[src/rtl/mano_pkg.sv]
// Shared constants and types for the Mano machine memory path.
// mem_ctrl and its bench both import this package.
package mano_pkg;

  localparam int AR_WIDTH   = 12;
  localparam int ADDR_WIDTH = 16;
  localparam int DATA_WIDTH = 16;
  localparam int MEM_DEPTH  = 4096;

  typedef enum logic [2:0] {
    ST_IDLE,
    ST_PTR,
    ST_PTR_CAP,
    ST_ACCESS,
    ST_RD_CAP,
    ST_RESP
  } mc_state_e;

  // Effective address zero-extended onto the wider SRAM address port.
  function automatic logic [ADDR_WIDTH-1:0] to_mem_addr(input logic [AR_WIDTH-1:0] ea);
    return {{(ADDR_WIDTH-AR_WIDTH){1'b0}}, ea};
  endfunction

endpackage

[src/rtl/mem_ctrl.sv]
// Single-outstanding memory controller in front of the 4096x16 synchronous SRAM.
// Handles direct and pointer-indirect accesses and absorbs the SRAM read latency.
module mem_ctrl
  import mano_pkg::*;
(
  input  logic                  clk,
  input  logic                  rst,
  input  logic                  req_valid,
  output logic                  req_ready,
  input  logic                  req_we,
  input  logic                  req_ind,
  input  logic [AR_WIDTH-1:0]   req_addr,
  input  logic [DATA_WIDTH-1:0] req_wdata,
  output logic                  rsp_valid,
  input  logic                  rsp_ready,
  output logic [DATA_WIDTH-1:0] rsp_rdata,
  output logic [AR_WIDTH-1:0]   rsp_ea,
  output logic                  mem_we_n,
  output logic [ADDR_WIDTH-1:0] mem_addr,
  output logic [DATA_WIDTH-1:0] mem_wdata,
  input  logic [DATA_WIDTH-1:0] mem_rdata
);

  mc_state_e             r_state;
  mc_state_e             w_next;
  logic                  r_we;
  logic [AR_WIDTH-1:0]   r_ea;
  logic [DATA_WIDTH-1:0] r_rsp_rdata;
  logic                  r_mem_we_n;
  logic [ADDR_WIDTH-1:0] r_mem_addr;
  logic [DATA_WIDTH-1:0] r_mem_wdata;

  // NOTE: the default assignment first means every path assigns w_next, so no latch is inferred.
  always_comb begin
    w_next = r_state;
    case (r_state)
      ST_IDLE:    if (req_valid) w_next = req_ind ? ST_PTR : ST_ACCESS;
      ST_PTR:     w_next = ST_PTR_CAP;
      ST_PTR_CAP: w_next = ST_ACCESS;
      ST_ACCESS:  w_next = r_we ? ST_RESP : ST_RD_CAP;
      ST_RD_CAP:  w_next = ST_RESP;
      ST_RESP:    if (rsp_ready) w_next = ST_IDLE;
      default:    w_next = ST_IDLE;
    endcase
  end

  // NOTE: state registers use non-blocking assignments so every flop samples pre-edge values.
  always_ff @(posedge clk or posedge rst) begin
    if (rst) r_state <= ST_IDLE;
    else     r_state <= w_next;
  end

  // Async reset pulls mem_we_n high at once, so an interrupted write never commits.
  always_ff @(posedge clk or posedge rst) begin
    if (rst) begin
      r_we        <= 1'b0;
      r_ea        <= '0;
      r_rsp_rdata <= '0;
      r_mem_we_n  <= 1'b1;
      r_mem_addr  <= '0;
      r_mem_wdata <= '0;
    end else begin
      case (r_state)
        ST_IDLE: begin
          if (req_valid) begin
            r_we        <= req_we;
            r_ea        <= req_addr;
            r_mem_addr  <= to_mem_addr(req_addr);
            r_mem_wdata <= req_wdata;
            r_mem_we_n  <= req_ind | ~req_we;
          end
        end
        ST_PTR_CAP: begin
          r_ea       <= mem_rdata[AR_WIDTH-1:0];
          r_mem_addr <= to_mem_addr(mem_rdata[AR_WIDTH-1:0]);
          r_mem_we_n <= ~r_we;
        end
        ST_ACCESS: begin
          r_mem_we_n <= 1'b1;
          if (r_we) r_rsp_rdata <= '0;
        end
        ST_RD_CAP: r_rsp_rdata <= mem_rdata;
        default: r_mem_we_n <= 1'b1;
      endcase
    end
  end

  assign req_ready = (r_state == ST_IDLE);
  assign rsp_valid = (r_state == ST_RESP);
  assign rsp_rdata = r_rsp_rdata;
  assign rsp_ea    = r_ea;
  assign mem_we_n  = r_mem_we_n;
  assign mem_addr  = r_mem_addr;
  assign mem_wdata = r_mem_wdata;

endmodule

[config.mk]
export PLATFORM = sky130hd
export DESIGN_NAME = mem_ctrl
export DESIGN_NICKNAME = d
export VERILOG_FILES = /design/src/rtl/mano_pkg.sv /design/src/rtl/mem_ctrl.sv
export SDC_FILE = /design/constraint.sdc
export NUM_CORES = 1
export LEC_CHECK = 0
export CAP_MARGIN = 20
export CORE_MARGIN = 2
export CORE_UTILIZATION = 39
export CTS_BUF_LIST = sky130_fd_sc_hd__clkbuf_16
export CTS_CLUSTER_SIZE = 40
export DETAILED_ROUTE_END_ITERATION = 10
export PLACE_DENSITY = 0.79
export REMOVE_ABC_BUFFERS = 1
export SLEW_MARGIN = 20
export SYNTH_ARGS = -nofsm -noshare
export SYNTH_HDL_FRONTEND = slang
export SYNTH_SLANG_ARGS = --single-unit
[constraint.sdc]
create_clock -name clk -period 2 [get_ports clk]
set_input_delay 0.4 -clock clk [delete_from_list [all_inputs] [get_ports clk]]
set_output_delay 0.4 -clock clk [all_outputs]
set_load 0.02 [all_outputs]
==> results of run 1 <==
## per-stage QoR
stage / area (um2) / setup slack (ns) / util / power (mW)
finish: 3390 / 0.195 / 0.623 / 5.65
floorplan: 1970 / -0.0366 / - / 3.27
global placement: 3240 / 0.126 / 0.596 / 4.78
global route: 3390 / 0.160 / 0.623 / 5.99
detailed placement: 3240 / 0.0936 / 0.596 / 4.85
CTS: 3390 / 0.187 / 0.623 / 5.72
## flip-flops by register name (all words and copies together), names as in the netlist
| signal | flops |
|---|---|
| mem_we_n | 1 |
| r_we | 1 |
| mem_wdata | 16 |
| mem_addr | 12 |
| rsp_rdata | 16 |
| r_state | 3 |
## routing by layer
layer	wire length, um	track usage
met4	82	0.0544
met2	2660	0.312
met3	448	0.0598
met5	0	0
met1	2240	0.227
## what timing repair did
item / CTS / global route
gates resized for setup: 2 / 0
hold endpoints to repair: 0 / 0
setup endpoints to repair: 2 / 0
## placed cells by master (no fill, tap or decap), types with 2 or more instances in the layout
cell / n
a21oi_1: 2
o21ai_1: 4
o21ai_0: 9
clkbuf_16: 5
nor2_1: 3
dlygate4sd2_1: 2
clkdlybuf4s50_1: 106
nand2b_1: 2
buf_4: 8
nand2_1: 28
mux2_2: 17
conb_1: 4
nand3_1: 12
a22o_1: 16
buf_12: 2
dfrtp_1: 48
## cell type report
cell class              count  area [um2]
flip-flops and latches     49        1230
clock inverters             3        25.0
inverters                   1        3.75
repair buffers            118        1180
multi-input cells         109         737
well taps                  72        90.1
fillers                   459        2050
clock buffers               5         125
## worst min-delay path by stage
stage                                      to  depth (start not counted)                startpoint
finish               mem_wdata[8]$_DFFE_PP0P_                          2                       rst
global route        mem_wdata[10]$_DFFE_PP0P_                          2                       rst
CTS                  mem_wdata[3]$_DFFE_PP0P_                          2                       rst
detailed placement   rsp_rdata[7]$_DFFE_PP0P_                          1  rsp_rdata[7]$_DFFE_PP0P_
global placement     rsp_rdata[4]$_DFFE_PP0P_                          1  rsp_rdata[4]$_DFFE_PP0P_
floorplan                    r_we$_DFFE_PP0P_                          1          r_we$_DFFE_PP0P_
## report_power, final
part           switching (mW)  total (mW)  internal, mW
Sequential              0.283        1.74          1.45
Combinational            1.51        3.06          1.55
Clock                   0.381       0.851         0.470
## cell families (layout without fill, tap and decap cells)
group / Yosys count / in the layout / synth area share
and+or+nand+nor: 54 / 54 / 0.134
DFF: 49 / 49 / 0.568
AOI/OAI and AO/OA: 34 / 34 / 0.111
buffers and inverters: 28 / 127 / 0.0961
muxes: 17 / 17 / 0.0886
other: 1 / 4 / 0.00174
==> run_results.csv, run 1 <==
group,metric,value,unit
power_and_ir_drop,peakVddDrop,0.000826,V
sta,fin_hold_ws,0.409,ns
setup_path,cp.required,1.60,ns
finish,diodes,0,
setup_path,critPathSlowestCell,"clkdlybuf4s50_1",
clock_tree,cts_tree,"done",
placed_design,hpwl,3880,um
placed_design,port_buffers,108,
setup_path,crit_type,"flip-flop to output pin",
finish,drive_gt1_frac,0.144,
setup_path,critPathLaunch,"mem_we_n$_DFFE_PP1P_",
synth,synthArstFlopShare,1.00,
sta,worstMarginPinSlew,0.848,ns
global_routing,grt_overflow,0,
die,die_h,78.4,um
clock_tree,cts-buffers-inserted,5,
status,status,"finished, final reports clean",
synth,ys_seq_area_frac,0.568,
synth,yosysTopAreaCell,"dfrtp_1",
sta,finalHoldViolCount,0,
sta,period_share,0.903,
setup_path,arrival,1.41,ns
sta,final.min_clock_period,1.81,ns
synth,syn_avg_cell_area,11.8,um2
sta,relSlewSlack,0.433,
setup_path,endpoint,"mem_we_n",
sta,skew,0.00453,ns
setup_path,path_buf_inv,1,
synth,yosysUniqueCellTypes,29,
setup_path,startpoint_type,"flip-flop",
die,pin_count,113,
global_routing,antenna_found_initial,0,
clock_tree,htree_levels,2,
route,drt_wl_total,5430,um
route,firstDrtPassIters,4,
global_routing,grt_max_degree,36,
placed_design,gp_congestion,0.785,
power_and_ir_drop,p_leak,1.46,nW
route,vias,1737,
synth,synth-edff-count,0,
synth,syn_inst,183,
clock_tree,cts-root-buf,"clkbuf_16",
placed_design,post-place-cells,349,
power_and_ir_drop,power_density,1670,mW/mm2
setup_path,r2r_setup_slack,0.25,ns
synth,synthesis.area,0.00216,mm2
synth,synthFlopType,"dfrtp_1",
global_routing,grt_first_pass_wirelength,8940,um
synth,synth-seq-cells,49,
sta,fmax,0.554,GHz
finish,final_cells,357,
setup_path,crit_path_cell_trace,"clkdlybuf4s50_1",
route,ant_nets,0,
global_routing,track_usage,0.185,
finish,area_growth,56.7,%
run,drv_cap,0,
die,die_x,78.4,um
global_routing,grt_pass1_vias,1829,
clock_tree,post_cts_buffers,0,
sta,rsz0062_at_grt,"false",
setup_path,r2r-start,"r_state[1]$_DFFE_PP0P_",
synth,yosysMostFrequentCell,"dfrtp_1",
sta,setup_viol,0,
clock_tree,clkSinkCount,49,
die,std_cell_rows,27,
clock_tree,cts.path.max_buffers,2,
hold_path,hp-class,"input pin to async pin",
setup_path,reg2reg_to,"rsp_rdata[10]$_DFFE_PP0P_",
finish,fin_nets,334,
setup_path,path_delay_family,"buffers and inverters",
clock_tree,ctsHoldBuffers,0,
sta,slew_violations,0,
synth,yosys.area.top_type_share,0.556,
setup_path,reg2reg_depth,4,
route,drc,0,
synth,ys.warnings.count,0,
clock_tree,clock_latency,0.29,ns
setup_path,path_max_fanout,2,
route,vias_per_cell,4.87,
synth,synth_area_leaders,"dfrtp_1, mux2_2, a22o_1, buf_4, nand2_1",
route,drtIter0Drc,36,
die,start_util,0.397,
setup_path,cpPeakStageDelay,0.59,ns
synth,synth_common_cells,"dfrtp_1, nand2_1, buf_4",
sta,fin_setup_tns,0,ns
die,dieArea,0.00615,mm2
setup_path,cp.depth,1,
setup_path,crit_path_end_kind,"output pin",
clock_tree,path_clk_slew,0.07,ns
route,routedWlPerCell,15.2,um
die,fp.coreArea,0.00544,mm2
No activity file was read; power rests on OpenSTA's default activity.
==> inputs of run 2 (changes only) <==
--- a/config.mk
+++ b/config.mk
@@ -5,7 +5,7 @@
 export SDC_FILE = /design/constraint.sdc
 export NUM_CORES = 1
 export LEC_CHECK = 0
-export CAP_MARGIN = 20
+export CAP_MARGIN = 15
 export CORE_MARGIN = 2
 export CORE_UTILIZATION = 39
 export CTS_BUF_LIST = sky130_fd_sc_hd__clkbuf_16
==> results of run 2 <==
Final layout, timing and power as in run 1 (identical DEF).
